$ cat src/rtl/intpol2_iq_sink.sv
// Drains len IQ pairs from the interpolator output FIFOs into a result memory,
// packing each pair as {Q,I} at consecutive (wrapping) addresses.
module intpol2_iq_sink #(
    parameter int unsigned DATA_WIDTH   = 12,
    parameter int unsigned ADDR_WIDTH   = 16,
    parameter int unsigned CONFIG_WIDTH = 32
) (
    input  logic                    clk,
    input  logic                    rstn,
    input  logic                    start_i,
    input  logic [CONFIG_WIDTH-1:0] len_i,
    input  logic                    Empty_i,
    input  logic [DATA_WIDTH-1:0]   data_I_i,
    input  logic [DATA_WIDTH-1:0]   data_Q_i,
    output logic                    Read_Enable_o,
    output logic                    Write_Enable_o,
    output logic [ADDR_WIDTH-1:0]   addr_o,
    output logic [2*DATA_WIDTH-1:0] data_o,
    output logic                    busy_o,
    output logic                    done_o,
    output logic [CONFIG_WIDTH-1:0] count_o
);

    typedef enum logic [1:0] {
        IDLE,
        RUN,
        DRAIN,
        DONE
    } state_t;

    state_t                  state;
    logic [CONFIG_WIDTH-1:0] len_q;
    logic [CONFIG_WIDTH-1:0] rd_cnt;
    logic                    last_rd;

    assign Read_Enable_o = (state == RUN) && !Empty_i && (rd_cnt < len_q);
    assign last_rd       = Read_Enable_o && (rd_cnt == len_q - CONFIG_WIDTH'(1));

    // FIFO read data is registered, so it is valid exactly in the write cycle.
    assign data_o  = Write_Enable_o ? {data_Q_i, data_I_i} : '0;
    assign addr_o  = count_o[ADDR_WIDTH-1:0];
    assign busy_o  = (state == RUN) || (state == DRAIN);
    assign done_o  = (state == DONE);

    always_ff @(posedge clk or negedge rstn) begin
        if (!rstn) begin
            state          <= IDLE;
            len_q          <= '0;
            rd_cnt         <= '0;
            count_o        <= '0;
            Write_Enable_o <= 1'b0;
        end else begin
            Write_Enable_o <= Read_Enable_o;
            if (Read_Enable_o) begin
                rd_cnt <= rd_cnt + CONFIG_WIDTH'(1);
            end
            if (Write_Enable_o) begin
                count_o <= count_o + CONFIG_WIDTH'(1);
            end

            case (state)
                IDLE: begin
                    if (start_i) begin
                        if (len_i != '0) begin
                            len_q   <= len_i;
                            rd_cnt  <= '0;
                            count_o <= '0;
                            state   <= RUN;
                        end else begin
                            state <= DONE;
                        end
                    end
                end
                RUN: begin
                    if (last_rd) begin
                        state <= DRAIN;
                    end
                end
                DRAIN:   state <= DONE;
                DONE:    state <= IDLE;
                default: state <= IDLE;
            endcase
        end
    end

endmodule

$ cat config.mk
export PLATFORM = sky130hd
export DESIGN_NAME = intpol2_iq_sink
export DESIGN_NICKNAME = d
export VERILOG_FILES = /design/src/rtl/intpol2_iq_sink.sv
export SDC_FILE = /design/constraint.sdc
export NUM_CORES = 1
export LEC_CHECK = 0
export BUFFER_PORTS_ARGS = -buffer_cell sky130_fd_sc_hd__buf_2
export CELL_PAD_IN_SITES_DETAIL_PLACEMENT = 1
export CELL_PAD_IN_SITES_GLOBAL_PLACEMENT = 2
export CORE_MARGIN = 2
export CORE_UTILIZATION = 36
export DETAILED_ROUTE_END_ITERATION = 12
export PLACE_DENSITY_LB_ADDON = 0.1
export SKIP_LAST_GASP = 1
export SYNTH_ARGS = -nofsm -noshare
export SYNTH_HDL_FRONTEND = slang
export SYNTH_SLANG_ARGS = --single-unit
$ cat constraint.sdc
create_clock -name clk -period 9.9 [get_ports clk]
set_clock_uncertainty 0.2 [all_clocks]
set_input_delay 1.98 -clock clk [delete_from_list [all_inputs] [get_ports clk]]
set_output_delay 1.98 -clock clk [all_outputs]
set_load 0.05 [all_outputs]
[Yosys cells after proc, flatten, opt, wreduce, memory -nomap -nowiden]
Cells that the tools add are included.
Widths: inputs -> output; s select.
Operators by class
  shifts and indexed selects: 0
  eq/ne operators: 6
  $mul: 0
  div/mod/pow operators: 0
  order comparisons: 1
  reduce and logical (&&, ||, !) cells: 9
  mux-type cells: 13
  bitwise operators: 0
  $add $sub $neg: 3
Operators by type and width (count)
  $mux 32: 8
  $add 32x1->32 const B: 2
  $eq 32x32->1: 1
  $lt 32x32->1: 1
  $reduce_bool 32->1: 1
  $sub 32x1->32 const B: 1
  $mux 24: 1
  $pmux 2 s4: 1
  $mux 2: 3
  $eq 2x2->1 const B: 2
  $ne 2x2->1 const B: 2
  $logic_and 1x1->1: 3
  $reduce_and 3->1: 1
  $eq 2x1->1 const B: 1
  $logic_not 2->1: 1
  $reduce_and 2->1: 1
  $logic_not 1->1: 1
  $logic_or 1x1->1: 1
Word-level totals
  word-level logic and storage cells: 37
  memories: 0
  register bits after elaboration: 99
  RAM bits: 0
  ROM bits: 0
  bits of input ports: 60
  latch bits: 0
  output and inout bits: 76

[Depth between registers and ports, before layout]
  depth in word-level cells: 7
  depth in mapped cells: 12
  depth with buffers taken out: 10

[Least setup slack after synthesis]
Ideal clock, no wire load.
  kind: input to output
  from: input port Empty_i
  to: output port Read_Enable_o
  stages on the path: 7
  required time: 7720 ps
  path slack: 4242 ps
  path buffers: 2
  arrival: 3478 ps
  path through: nor2_1 -> nand2_1 -> a21oi_1 -> o221ai_1 -> a31oi_1 -> clkbuf_1 -> clkbuf_1
Between the ends
  word-level cells in the longest chain between the ends: 3
Ends and longest elaborated chain
  start, declared: RTL line 12  | input logic Empty_i,
  $logic_not 1->1: RTL line 36  | assign Read_Enable_o = (state == RUN) && !Empty_i && (rd_cnt < len_q);
  $logic_and 1x1->1 (2 in series): RTL line 36
  end, declared: RTL line 15  | output logic Read_Enable_o,
Every way passes these cells.

[Final worst setup path]
Ends and elaborated chain as after synthesis.

==> impl_metrics.csv <==
group,metric,value,unit
run_status,status,"completed",
hold_path,hp-class,"reg -> reg",
sta,period_minus_slack,5460,ps
clocking,ctsResizeCount,0,
synthesis,ys_seq_area_share,37.2,%
synthesis,synth_flop_cell,"dfrtp_1",
placed_design,io_buffers,135,
power,pwr_density_cell,168,mW/mm²
global_routing,grt_overflow,0,
finish,drive_gt1_share,18.2,%
placed_design,dpl_cell_area,0.00742,mm²
critical_path,crit_buf_inv,3,
synthesis,ys_ff_latch,99,
hold_path,hold_depth,2,
routing,via_per_inst,5.46,
global_routing,grt_use_total,20.8,%
routing,drt_iter0_drc,228,
floorplanning,dieArea,0.0196,mm²
synthesis,netlist_area,0.00665,mm²
finish,layout.nets,985,
finish,final_util,42.8,%
power,switching_power,0.545,mW
floorplanning,die-height,140,µm
job,maxCapViolations,0,
power,p_total,1.29,mW
critical_path,cp_top_family,"buffers and inverters",
global_routing,grt_pass1_vias,6505,
synthesis,synthCells,781,
finish,diodes,0,
synthesis,ys_async_sr_fraction,100,%
critical_path,required,7720,ps
clocking,cts_tree,"done",
clocking,post_cts.repair.setup_buffers,0,
clocking,clock-root-buffer,"clkbuf_16",
finish,final_cells,1119,
clocking,numCtsBuffers,9,
clocking,clock_latency,350,ps
power,pwr-share-comb,31.5,%
floorplanning,ioPinCount,136,
sta,worstMarginPinSlew,979,ps
placed_design,dp.final_hpwl,15300,µm
global_routing,grt_max_degree,81,
floorplanning,fp.dieW,140,µm
finish,final_cell_mix,"buf_2 (134), dfrtp_1 (99), nor2_1 (69), nand2_1 (69), o21ai_0 (60)",
critical_path,path_cells,"buf_2 > nor2_1 > nand2_1 > a21oi_1 > o221ai_1 > a31oi_2 > buf_4 > buf_2",
power,ir_drop,277,µV
clocking,hold_buffers,0,
global_routing,antenna_found_initial,0,
routing,vias,6115,
critical_path,critical_path_class,"in -> out",
finish,fin_area,0.00772,mm²
sta,hold_viol,0,
routing,wl_per_cell,18.0,µm
critical_path,end_kind,"output port",
clocking,htree_levels,3,
critical_path,crit_arrival,3280,ps
floorplanning,fp-row-count,49,
synthesis,yosysWarningCount,0,
critical_path,reg2reg_slack,6160,ps
critical_path,path_common_cell,"buf_2",
sta,maxSlewHeadroom,34.6,%
sta,slew_violations,0,
critical_path,crit_cells,8,
power,p_leak,3.51,nW
synthesis,synth_edf_count,0,
floorplanning,core_area,0.0180,mm²
routing,routed_wl,20100,µm
placed_design,dp_cells,1103,
routing,drtPass1Iterations,4,
sta,rsz0062_at_grt,"false",
sta,fmax,183,MHz
synthesis,synth_area_per_cell,8.52,µm²
clocking,clock_sinks,99,
routing,postRouteAntennaNets,0,
finish,layout_commonest_cell,"buf_2",
floorplanning,start_util,36.9,%
routing,drc,0,
finish,syn_to_final_growth,16.1,%
power,switching_share,42.1,%
synthesis,ys_types,54,
power,sequentialPowerShare,40.0,%
sta,min_period_over_period,55.1,%
sta,finalSetupTns,0,ps
synthesis,synth_fp_nets,881,
power,p_clk_share,28.5,%
critical_path,max_stage_delay,320,ps
global_routing,grt_pass1_wl,33100,µm
critical_path,cp_max_fo,21,
clocking,clkTransAtPathRegs,70,ps
power,p_int,0.749,mW
critical_path,crit_path_top_delay_cell,"buf_2",
placed_design,place_congestion,0.854,
critical_path,r2r_cells,10,
sta,setup-violations-final,0,
critical_path,crit_path_start_kind,"input pin",
clocking,clock_path_buffers,2,
[synth_stat cells (2+ instances only)]
library cell / count / area (µm²)
dfrtp_1: 99 / 2480
nor2_1: 70 / 263
nand2_1: 69 / 259
o21ai_0: 60 / 300
inv_1: 45 / 169
xor2_1: 44 / 385
ha_1: 40 / 500
a21oi_1: 35 / 175
nand3_1: 33 / 165
xnor2_1: 33 / 289
nand4_1: 28 / 175
or3_1: 28 / 175
and2_1: 26 / 163
clkbuf_1: 26 / 97.6
and3_1: 20 / 125
buf_4: 17 / 128
nor4_1: 17 / 106
nor3_1: 14 / 70.1
a211oi_1: 10 / 75.1
mux2i_1: 6 / 60.1
a21o_1: 5 / 37.5
and4_1: 5 / 43.8
a31oi_1: 4 / 25.0
nor2b_1: 4 / 25.0
or4_1: 4 / 30.0
o211ai_1: 3 / 22.5
a2111oi_0: 2 / 17.5
a211o_1: 2 / 17.5
a311oi_1: 2 / 17.5
buf_1: 2 / 7.51
nand3b_1: 2 / 15.0
nand4bb_1: 2 / 22.5
nor4_2: 2 / 25.0
o21ai_1: 2 / 10.0
[layer usage]
layer	vias to the layer above	wire length, µm	GRT usage (%)
li1	2936	-	-
met1	3035	9580	27.8
met2	126	9720	35.8
met3	18	572	2.43
met4	0	252	5.37
met5	-	0	0
[cells by family after synthesis]
logic type,after synthesis,share of synthesized area [%]
XOR/XNOR,77,10.1
flip-flops,99,37.2
AO/OA/AOI/OAI,136,11.9
AND/OR/NAND/NOR,332,26.2
adder cells (fa/ha/maj),40,7.52
multiplexers,6,0.903
buffers and inverters,91,6.11
[stage by stage]
step,setup slack [ps],hold slack (ps)
3_3_place_gp,4450,320
3_5_place_dp,4430,325
4_1_cts,4420,347
6_report,4440,345
2_1_floorplan,4240,352
5_1_grt,4310,408
[registers in the layout, indices dropped and copies added, names as in the netlist]
name,count
state,2
rd_cnt,32
Write_Enable_o,1
count_o,32
len_q,32
[final timing paths]
path                              from            end
max in group asynchronous         rstn     rd_cnt[17]
min in group asynchronous         rstn     rd_cnt[31]
min                        count_o[31]    count_o[31]
max                            Empty_i  Read_Enable_o
max reg2reg                   len_q[1]       state[0]
min reg2reg                count_o[31]    count_o[31]
[area by class of cell]
| type | instances | area (µm²) |
|---|---|---|
| Clock buffer | 9 | 225 |
| Sequential cell | 99 | 2480 |
| Tap cell | 229 | 287 |
| Timing Repair Buffer | 139 | 708 |
| Fill cell | 2144 | 10300 |
| Multi-Input combinational cell | 591 | 3780 |
| Inverter | 45 | 169 |
| Clock inverter | 7 | 73.8 |
[worst register-to-register path: stages, from the launching register on]
cell	delay [ps]
dfrtp_1	430
inv_1	130
ha_1	250
nor4b_1	360
nand4_1	370
or4_1	590
a211oi_1	250
nand4_1	100
or4_1	420
o32a_1	390
mux2i_1	130
[power groups by stage]
stage	clock network, mW	registers [mW]	logic, mW
final	0.369	0.518	0.407
after global routing	0.391	0.528	0.435
after CTS	0.378	0.518	0.412
after detailed placement	0	0.526	0.410
after global placement	0	0.522	0.402
after floorplan	0	0.591	0.251
Note: power is estimated with default switching activity, not from simulation.
